==> config.mk <==
export PLATFORM = sky130hd
export DESIGN_NAME = seq_shift_unit
export DESIGN_NICKNAME = d
export VERILOG_FILES = /design/src/rtl/riscv_pkg.sv /design/src/rtl/shift_step.sv /design/src/rtl/seq_shift_unit.sv
export SDC_FILE = /design/constraint.sdc
export NUM_CORES = 1
export LEC_CHECK = 0
export ABC_AREA = 1
export CORE_ASPECT_RATIO = 1.2
export CORE_MARGIN = 8
export CORE_UTILIZATION = 52
export CTS_CLUSTER_DIAMETER = 30
export DETAILED_ROUTE_END_ITERATION = 10
export PLACE_DENSITY = 0.87
export SYNTH_ARGS = -nofsm -noshare
export SYNTH_HDL_FRONTEND = slang
export SYNTH_HIERARCHICAL = 1
export SYNTH_SLANG_ARGS = --single-unit
==> constraint.sdc <==
create_clock -name clk -period 2.15 [get_ports clk]
set_clock_uncertainty 0.15 [all_clocks]
set_input_delay 0.645 -clock clk [delete_from_list [all_inputs] [get_ports clk]]
set_output_delay 0.645 -clock clk [all_outputs]
set_load 0.02 [all_outputs]
==> src/rtl/riscv_pkg.sv <==
// Shared definitions for the RV32 execute-stage helpers: datapath width,
// shift-operation encodings and the iterative shifter state enum.
package riscv_pkg;

    localparam int XLEN    = 32;
    localparam int SHAMT_W = $clog2(XLEN);

    localparam logic [1:0] SH_SLL = 2'b00;
    localparam logic [1:0] SH_SRL = 2'b01;
    localparam logic [1:0] SH_SRA = 2'b10;
    localparam logic [1:0] SH_RSV = 2'b11;

    typedef enum logic [1:0] {
        IDLE  = 2'b00,
        SHIFT = 2'b01,
        DONE  = 2'b10
    } state_t;

endpackage

==> src/rtl/shift_step.sv <==
// One-position shift of the working value; the reserved op passes the value
// through untouched so a stray step can never corrupt it.
module shift_step #(
    parameter int XLEN = 32
) (
    input  logic [XLEN-1:0] w,
    input  logic [1:0]      op,
    output logic [XLEN-1:0] shifted
);
    import riscv_pkg::*;

    always_comb begin
        shifted = w;
        case (op)
            SH_SLL:  shifted = {w[XLEN-2:0], 1'b0};
            SH_SRL:  shifted = {1'b0, w[XLEN-1:1]};
            // The sign bit is kept and copied downwards.
            SH_SRA:  shifted = {w[XLEN-1], w[XLEN-1:1]};
            default: shifted = w;
        endcase
    end

endmodule

==> src/rtl/seq_shift_unit.sv <==
// Iterative SLL/SRL/SRA unit: one bit position per clock, handshaked with
// start/busy/done; result is registered on the edge that enters DONE.
module seq_shift_unit #(
    parameter int XLEN    = riscv_pkg::XLEN,
    parameter int SHAMT_W = riscv_pkg::SHAMT_W
) (
    input  logic               clk,
    input  logic               rst,
    input  logic               start,
    input  logic [1:0]         op,
    input  logic [XLEN-1:0]    operand,
    input  logic [SHAMT_W-1:0] shamt,
    output logic               busy,
    output logic               done,
    output logic [XLEN-1:0]    result
);
    import riscv_pkg::*;

    state_t               state;
    state_t               nextState;
    logic [XLEN-1:0]      workReg;
    logic [XLEN-1:0]      stepOut;
    logic [SHAMT_W-1:0]   count;
    logic [1:0]           opReg;
    logic                 skipShift;
    logic                 lastStep;

    shift_step #(.XLEN(XLEN)) stepUnit (
        .w       (workReg),
        .op      (opReg),
        .shifted (stepOut)
    );

    assign skipShift = (shamt == '0) || (op == SH_RSV);
    assign lastStep  = (count == SHAMT_W'(1));

    always_ff @(posedge clk) begin
        if (rst) begin
            state <= IDLE;
        end else begin
            state <= nextState;
        end
    end

    // DONE accepts a new start just like IDLE, giving back-to-back issue.
    always_comb begin
        nextState = state;
        case (state)
            IDLE, DONE: begin
                if (start) begin
                    nextState = skipShift ? DONE : SHIFT;
                end else begin
                    nextState = IDLE;
                end
            end
            SHIFT:   nextState = lastStep ? DONE : SHIFT;
            default: nextState = IDLE;
        endcase
    end

    always_comb begin
        busy = (state == SHIFT);
        done = (state == DONE);
    end

    always_ff @(posedge clk) begin
        if (rst) begin
            workReg <= '0;
            count   <= '0;
            opReg   <= SH_SLL;
            result  <= '0;
        end else begin
            case (state)
                IDLE, DONE: begin
                    if (start) begin
                        workReg <= operand;
                        count   <= shamt;
                        opReg   <= op;
                        if (skipShift) begin
                            result <= operand;
                        end
                    end
                end
                SHIFT: begin
                    workReg <= stepOut;
                    count   <= count - SHAMT_W'(1);
                    if (lastStep) begin
                        result <= stepOut;
                    end
                end
                default: begin
                end
            endcase
        end
    end

endmodule

==> flow_summary.ini, run 1 <==
[synthesis]
synth_edf_count = 0
syn_area_um2 = 3900
synth.ff_latch_count = 73
yosysSeqAreaShare = 0.375
synth_warnings = 6
synth_area_leaders = dfxtp_1, nand2_1, nand3_1
synth_cells = 609
post-synth-top-count-cell = nand2_1
synthArstFlopShare = 0
synth_top_area_cell = dfxtp_1
synth_ff_type = dfxtp_1
synth_top_area_share = 0.375
synth_area_per_cell_um2 = 6.40
syn_nets = 653
synth.distinct_cells = 19
synth_common_cells = nand2_1, nand3_1, dfxtp_1

[clocking]
clkTransAtPathRegs_ns = 0.08
cts_tree = yes
clock-sinks = 73
clock_latency_ns = 0.35
numCtsBuffers = 9
ctsLongestPathBuffers = 2
h-tree-depth = 3
clockRootBuffer = clkbuf_8

[route]
routed_wl_um = 10000
wl_per_cell_um = 13.3
vias_per_cell = 5.58
first_iter_violations = 371
drc = 0
firstDrtPassIters = 5
routed-via-count = 4220
antenna_left = 0

[floorplanning]
start_util = 0.536
fp.dieW_um = 95.1
rows = 34
core_um2 = 7270
die_y_um = 111
dieArea_um2 = 10500
ios = 76

[final_layout]
post_route_cells_drive_above_1_share = 0.0601
syn2layout_area_growth_pct = 27.7
final_cells = 756
utilization = 0.685
fin_area_um2 = 4980
nNetsFinal = 705
antenna_cells = 0

[pwr]
netSwitchingPower_mw = 1.29
ir_drop_mv = 0.541
combPwrFrac = 0.272
powerDensity_nw_per_um2 = 816
pwr-share-clk = 0.325
switching_share = 0.316
intPower_mw = 2.78
p_total_mw = 4.06
power_leakage_nw = 2.33
power_frac_seq = 0.403

[critical_path]
timing.critical_path.buf_inv = 1
worst-endpoint-arrival_ns = 1.33
cp_max_fo = 2
worst-setup-path-type = reg2out
cp-end-kind = output pin
cp_cell_sequence = clkdlybuf4s50_1
slowest_delay_ns = 0.62
crit_family = buffers and inverters
slowest_stage = clkdlybuf4s50_1
critical_path_required_ns = 1.35
start_kind = flip-flop

[global_route]
grtUsageMet1 = 0.231
grt_max_degree = 69
gr-usage-met3 = 0.0556
met2_usage = 0.306
grt_pass1_vias = 3944
antenna_found_initial = 0
grt-ovfl-total = 0
grt_use_total = 0.191
grt_busiest_layer = met2
grt_pass1_wl_um = 17000

[sta]
fin_ws_ns = 0.0284
timing.slew.headroom = 0.547
post-route-period-util = 0.987
rsz0062_at_grt = no
post-route-min-period_ns = 2.12
finalHoldViolations = 0
setup_viol = 0
setup_tns_ns = 0
slew_violations = 0
worst_pin_slew_ns = 0.679
hold_ws_ns = 0.332
fmax_mhz = 471

[placement]
placed_area_um2 = 4710
dp_hpwl_um = 6580
place_inst = 740
pre_cts_slack_ns = 0.0250
io_buffers = 75
gp_congestion = 0.796

[worst_hold_path]
hold_class = reg2reg

[job]
max_cap_violations = 0

[run_status]
status = finished clean
## power by group through the flow
stage / clock [mW] / sequential [mW] / combinational (mW)
final: 1.32 / 1.64 / 1.10
after global routing: 1.38 / 1.66 / 1.23
after CTS: 1.34 / 1.63 / 1.10
after detailed placement: 0 / 1.66 / 1.10
after global placement: 0 / 1.66 / 1.07
after floorplan: 0 / 1.71 / 0.662
## final cells by class
type	count	area, µm²
Clock buffer	11	141
Clock inverter	5	103
Fill cell	619	2290
Inverter	45	169
Multi-Input combinational cell	444	2030
Sequential cell	73	1460
Tap cell	90	113
Timing Repair Buffer	88	966
## state kept, by name (all words and copies together), names as in the netlist
name	count
state	2
workReg	32
opReg	2
result	32
count	5
## worst register-to-register path: stages (launching register included)
cell and delay (ns):
dfxtp_1 0.47, nand2_1 0.16, inv_2 0.41, nand2_1 0.18, nand3_1 0.13, o21ai_0 0.13
nand3_1 0.10, nand2_1 0.05, nor2_1 0.08
## kinds of logic after synthesis
logic type	synth area share
buf+inv	0.110
xor+xnor	0.00225
simple gates	0.327
flops	0.375
compound gates	0.180
fa+ha+maj	0.00642
## timing repair
| action | in CTS | in global routing |
|---|---|---|
| buffers inserted | 0 | 0 |
| setup endpoints to repair | 2 | 65 |
| hold buffers | 0 | 0 |
| resized for setup | 2 | 9 |
## path summary, 6_finish.rpt
check	from	to	slack, ns	cells past startpoint
max	result[24]	result[24]	0.03	1
min reg2reg	result[5]	result[5]	0.33	2
min	result[5]	result[5]	0.33	2
max reg2reg	opReg[1]	result[10]	0.24	8
## per-layer routing
metal  wire length, µm  share of wire  vias up
li1                  -              -     2101
met1              4300           0.43     1900
met2              4630           0.46      201
met3               897          0.090       18
met4               189          0.019        0
met5                 0              0        -
## layout by cell type (no fill, tap or decap)
| master | netlist | routed |
|---|---|---|
| a21oi_1 | 69 | 69 |
| buf_12 | 0 | 8 |
| buf_4 | 0 | 5 |
| bufinv_16 | 0 | 3 |
| clkbuf_1 | 8 | 1 |
| clkbuf_8 | 0 | 10 |
| clkdlybuf4s50_1 | 0 | 65 |
| clkinv_2 | 0 | 1 |
| clkinvlp_4 | 0 | 1 |
| dfxtp_1 | 73 | 73 |
| dlygate4sd2_1 | 0 | 2 |
| dlymetal6s2s_1 | 0 | 8 |
| ha_1 | 2 | 2 |
| inv_1 | 41 | 41 |
| inv_2 | 4 | 4 |
| nand2_1 | 152 | 150 |
| nand2_2 | 2 | 4 |
| nand3_1 | 100 | 99 |
| nand3_2 | 0 | 1 |
| nand3b_1 | 1 | 1 |
| nor2_1 | 44 | 43 |
| nor2_2 | 1 | 1 |
| nor2_4 | 1 | 2 |
| o211ai_1 | 1 | 1 |
| o21ai_0 | 70 | 70 |
| xnor2_1 | 1 | 1 |
Power figures use the tool's default switching activity.
==> run 2, diff against run 1 <==
--- a/config.mk
+++ b/config.mk
@@ -8,10 +8,11 @@
 export ABC_AREA = 1
 export CORE_ASPECT_RATIO = 1.2
 export CORE_MARGIN = 8
-export CORE_UTILIZATION = 52
+export CORE_UTILIZATION = 47
 export CTS_CLUSTER_DIAMETER = 30
 export DETAILED_ROUTE_END_ITERATION = 10
-export PLACE_DENSITY = 0.87
+export GPL_ROUTABILITY_DRIVEN = 0
+export PLACE_DENSITY = 0.83
 export SYNTH_ARGS = -nofsm -noshare
 export SYNTH_HDL_FRONTEND = slang
 export SYNTH_HIERARCHICAL = 1
==> constraint.sdc (replaced) <==
create_clock -name clk -period 1.8 [get_ports clk]
set_clock_uncertainty 0.15 [all_clocks]
set_input_delay 0.54 -clock clk [delete_from_list [all_inputs] [get_ports clk]]
set_output_delay 0.54 -clock clk [all_outputs]
set_load 0.02 [all_outputs]
==> flow_summary.ini, run 2 (same netlist as run 1, synthesis figures left out) <==
[global_route]
antenna_found_initial = 0
grt_use_total = 0.179
grt_pass1_wl_um = 17400
grt_pass1_vias = 4061
grt-ovfl-total = 0
grt_max_degree = 67

[pwr]
powerDensity_nw_per_um2 = 937
ir_drop_mv = 0.576
intPower_mw = 3.17
combPwrFrac = 0.290
pwr-share-clk = 0.298
netSwitchingPower_mw = 1.58
power_leakage_nw = 2.39
power_frac_seq = 0.411
switching_share = 0.333

[route]
drc = 0
wl_per_cell_um = 13.5
routed_wl_um = 10400
vias_per_cell = 5.49
routed-via-count = 4238
antenna_left = 0
firstDrtPassIters = 8
first_iter_violations = 383

[final_layout]
final_common_cell = nand2_1
post_route_cells_drive_above_1_share = 0.0886
syn2layout_area_growth_pct = 30.0
layout_common_cells = nand2_1, nand3_1, dfxtp_1
reg_top3 = result x32, workReg x32, count x5
antenna_cells = 0
fin_area_um2 = 5070
nNetsFinal = 716

[critical_path]
slowest_delay_ns = 0.38
critical_path_required_ns = 1.89
worst-setup-path-type = reg2reg
cp_cell_sequence = buf_4 -> nand2_1 -> buf_4 -> nand3_1 -> nand3_1 -> o21ai_0 -> nand3_1 -> nand2_1 -> nor2_1
crit_path_frequent_cell = nand3_1
slowest_stage = dfxtp_1
timing.critical_path.buf_inv = 2
rrSetupSlack_ns = 0.03
cp-startpoint = opReg[0]
r2r-start = opReg[0]
critical_path_depth = 9
cp-end-kind = flip-flop
reg2regPathDepth = 9
start_kind = flip-flop
worst-endpoint-arrival_ns = 1.85
crit_family = simple AND/OR/NAND/NOR gates
r2r_end = result[27]
cp_max_fo = 17
endpoint = result[27]

[sta]
worst_pin_slew_ns = 0.685
finalHoldViolations = 0
fmax_mhz = 566
slew_violations = 0
post-route-period-util = 0.982
setup_tns_ns = 0
post-route-min-period_ns = 1.77
setup_viol = 0
timing.slew.headroom = 0.542
rsz0062_at_grt = yes

[floorplanning]
dieArea_um2 = 11500
die_y_um = 116
fp.dieW_um = 99.2
ios = 76
core_um2 = 8110
rows = 36
start_util = 0.481

[clocking]
cts_tree = yes
clock-sinks = 73
cts_setup_buffers = 0
numCtsBuffers = 9
clock_latency_ns = 0.34
h-tree-depth = 3
clockRootBuffer = clkbuf_8
ctsLongestPathBuffers = 2
clkTransAtPathRegs_ns = 0.08

[placement]
io_buffers = 75
placed_area_um2 = 4810
dp_hpwl_um = 6770

[job]
max_cap_violations = 0

[worst_hold_path]
hold_class = reg2reg

[run_status]
status = finished clean
-- run 2: worst min path at each step --
stage | startpoint | cells after the start | end
2_1_floorplan | count[4] | 2 | count[4]
3_3_place_gp | result[12] | 2 | result[12]
3_5_place_dp | result[12] | 2 | result[12]
4_1_cts | result[7] | 2 | result[7]
5_1_grt | result[6] | 2 | result[6]
6_report | result[15] | 2 | result[15]
-- run 2: final cells by class --
| class | instances | area (µm²) |
|---|---|---|
| clock buffers | 10 | 128 |
| multi-input cells | 444 | 2060 |
| repair buffers | 99 | 1040 |
| clock inverters | 6 | 91.3 |
| well taps | 95 | 119 |
| inverters | 45 | 171 |
| flip-flops and latches | 73 | 1460 |
| fillers | 766 | 3040 |
-- run 2: worst reg2reg max path: stages (launching register included) --
cell,delay (ns)
dfxtp_1,0.38
buf_4,0.15
nand2_1,0.11
buf_4,0.22
nand3_1,0.10
nand3_1,0.08
o21ai_0,0.24
nand3_1,0.12
nand2_1,0.07
nor2_1,0.04
-- run 2: timing repair --
item                       4_1_cts  5_1_grt
setup endpoints to repair       96       36
resized for setup               45       34
hold buffers                     0        0
cloned                           0        2
pin swaps                        0        2
-- run 2: stage by stage --
stage	power (mW)	hold WS [ns]	std cells	utilization	setup WS (ns)
after floorplan	2.84	0.309	609	-	0.233
after global placement	3.31	0.311	754	0.594	-0.193
after detailed placement	3.34	0.319	754	0.594	-0.274
after CTS	4.70	0.335	770	0.616	0.0107
after global routing	5.01	0.355	772	0.625	-0.0250
final	4.75	0.328	772	0.625	0.0321
-- run 2: per-layer routing --
layer | track usage | wire (µm)
met5 | 0 | 0
met4 | 0.0637 | 153
met3 | 0.0433 | 822
met2 | 0.310 | 4910
met1 | 0.210 | 4560
-- run 2: power groups by stage --
| stage | Sequential, mW | Clock [mW] | Combinational (mW) |
|---|---|---|---|
| global route | 1.98 | 1.49 | 1.53 |
| CTS | 1.95 | 1.44 | 1.32 |
| global placement | 1.98 | 0 | 1.33 |
| floorplan | 2.04 | 0 | 0.791 |
| finish | 1.95 | 1.42 | 1.38 |
| detailed placement | 1.98 | 0 | 1.36 |
==> run 3, diff against run 2 <==
--- a/config.mk
+++ b/config.mk
@@ -6,7 +6,6 @@
 export NUM_CORES = 1
 export LEC_CHECK = 0
 export ABC_AREA = 1
-export CORE_ASPECT_RATIO = 1.2
 export CORE_MARGIN = 8
 export CORE_UTILIZATION = 47
 export CTS_CLUSTER_DIAMETER = 30
==> flow_summary.ini, run 3 (same netlist as run 1, synthesis figures left out) <==
[run_status]
status = finished clean

[route]
routed-via-count = 4310
routed_wl_um = 10700
first_iter_violations = 550
top_layer = met4
antenna_left = 0
dr_wl_met3_um = 1030
met2_length_um = 4820
firstDrtPassIters = 5
vias_per_cell = 5.48
drc = 0
wl_per_cell_um = 13.6
drt-met1-wl_um = 4740

[critical_path]
critical_path_required_ns = 1.11
slowest_delay_ns = 0.40
critical_path_depth = 1
rrSetupSlack_ns = 0.04
cp_max_fo = 2
timing.critical_path.buf_inv = 1
cp-end-kind = output pin
endpoint = result[15]
start_kind = flip-flop
r2r-start = opReg[0]
worst-setup-path-type = reg2out
cp-startpoint = result[15]
slowest_stage = dfxtp_1
crit_family = flip-flops
worst-endpoint-arrival_ns = 1.09
cp_cell_sequence = clkdlybuf4s15_1
r2r_end = result[26]
reg2regPathDepth = 9

[sta]
timing.slew.headroom = 0.718
fin_ws_ns = 0.0230
hold_ws_ns = 0.328
setup_viol = 0
finalHoldViolations = 0
rsz0062_at_grt = yes
post-route-period-util = 0.987
post-route-min-period_ns = 1.78
slew_violations = 0
worst_pin_slew_ns = 0.422
fmax_mhz = 563

[clocking]
clock-sinks = 73
clockRootBuffer = clkbuf_8
ctsLongestPathBuffers = 2
h-tree-depth = 3
numCtsBuffers = 9
clock_latency_ns = 0.35
cts_tree = yes
cts_setup_buffers = 0
clkTransAtPathRegs_ns = 0.08

[floorplanning]
die_y_um = 107
fp.dieW_um = 107
start_util = 0.479
rows = 33
ios = 76
dieArea_um2 = 11500
core_um2 = 8130

[final_layout]
fillCellCount = 755
multi_input_area_um2 = 2070
layout_common_cells = nand2_1, nand3_1, dfxtp_1
antenna_cells = 0
register_area_um2 = 1470
final_common_cell = nand2_1
nNetsFinal = 721
final_cells = 787
post_route_cells_drive_above_1_share = 0.103
reg_top3 = result x32, workReg x32, count x5
syn2layout_area_growth_pct = 30.6

[placement]
place_inst = 768
dp_hpwl_um = 6810
pre_cts_slack_ns = -0.257
io_buffers = 75

[worst_hold_path]
hold_class = reg2reg
min_delay_path_depth = 2

[job]
max_cap_violations = 0

[pwr]
power_leakage_nw = 2.40
ir_drop_mv = 0.485
powerDensity_nw_per_um2 = 932

[global_route]
grt_pass1_wl_um = 17700
antenna_found_initial = 0
grt_use_total = 0.184
grt_pass1_vias = 4066
grt_max_degree = 69
grt-ovfl-total = 0
==> run 3: cell types whose count changed in the layout (fill, tap and decap cells not counted), moves of 3 or more <==
| cell | before | now |
|---|---|---|
| o21ai_1 | 24 | 16 |
| clkbuf_8 | 9 | 13 |
| buf_12 | 10 | 6 |
| buf_4 | 12 | 21 |
| o21ai_2 | 4 | 7 |
| o21ai_0 | 42 | 47 |
==> run 3: power by group <==
part / total, mW / internal [mW] / leakage [nW] / switching (mW)
combinational: 1.37 / 0.564 / 1.69 / 0.808
clock: 1.42 / 0.795 / 0.112 / 0.624
sequential: 1.96 / 1.81 / 0.605 / 0.152
total: 4.75 / 3.16 / 2.40 / 1.58
==> run 3: worst min-delay path by stage <==
stage / startpoint / endpoint / slack [ns]
2_1_floorplan: count[4] / count[4] / 0.31
3_3_place_gp: result[12] / result[12] / 0.31
3_5_place_dp: result[4] / result[4] / 0.32
4_1_cts: result[4] / result[4] / 0.33
5_1_grt: count[3] / count[3] / 0.37
6_report: result[4] / result[4] / 0.33
==> run 3: area by class of cell <==
| class | count | share of cell area |
|---|---|---|
| Timing Repair Buffer | 103 | 0.201 |
| Clock inverter | 3 | 0.00909 |
| Clock buffer | 13 | 0.0351 |
| Inverter | 45 | 0.0341 |
| Tap cell | 105 | 0.0258 |
| Multi-Input combinational cell | 445 | 0.407 |
| Sequential cell | 73 | 0.288 |
==> run 3: stage by stage <==
stage	util	total power, mW	cell area, µm²	setup TNS (ns)
6_report	0.626	4.75	5090	0
5_1_grt	0.626	5.03	5090	-0.131
4_1_cts	0.613	4.68	4990	0
3_5_place_dp	0.591	3.32	4810	-11.68
3_3_place_gp	0.591	3.29	4810	-9.56
2_1_floorplan	-	2.84	3900	0
==> run 3: worst register-to-register path: cells and delay by family (launching register included) <==
kind | cells | cell delay [ns]
AOI/OAI and AO/OA | 1 | 0.27
DFF | 1 | 0.39
buffers and inverters | 2 | 0.35
and+or+nand+nor | 6 | 0.49
==> run 3: layer usage <==
layer  vias to the layer above  track usage
met4                         0       0.0724
met2                       202        0.297
li1                       2142            -
met3                        10       0.0516
met5                         -            0
met1                      1956        0.225
==> run 3: timing repair <==
action | 4_1_cts | 5_1_grt
cloned | 0 | 3
hold buffers | 0 | 0
endpoints found under the setup margin | 96 | 58
gates resized for setup | 47 | 34
pin swaps | 0 | 1
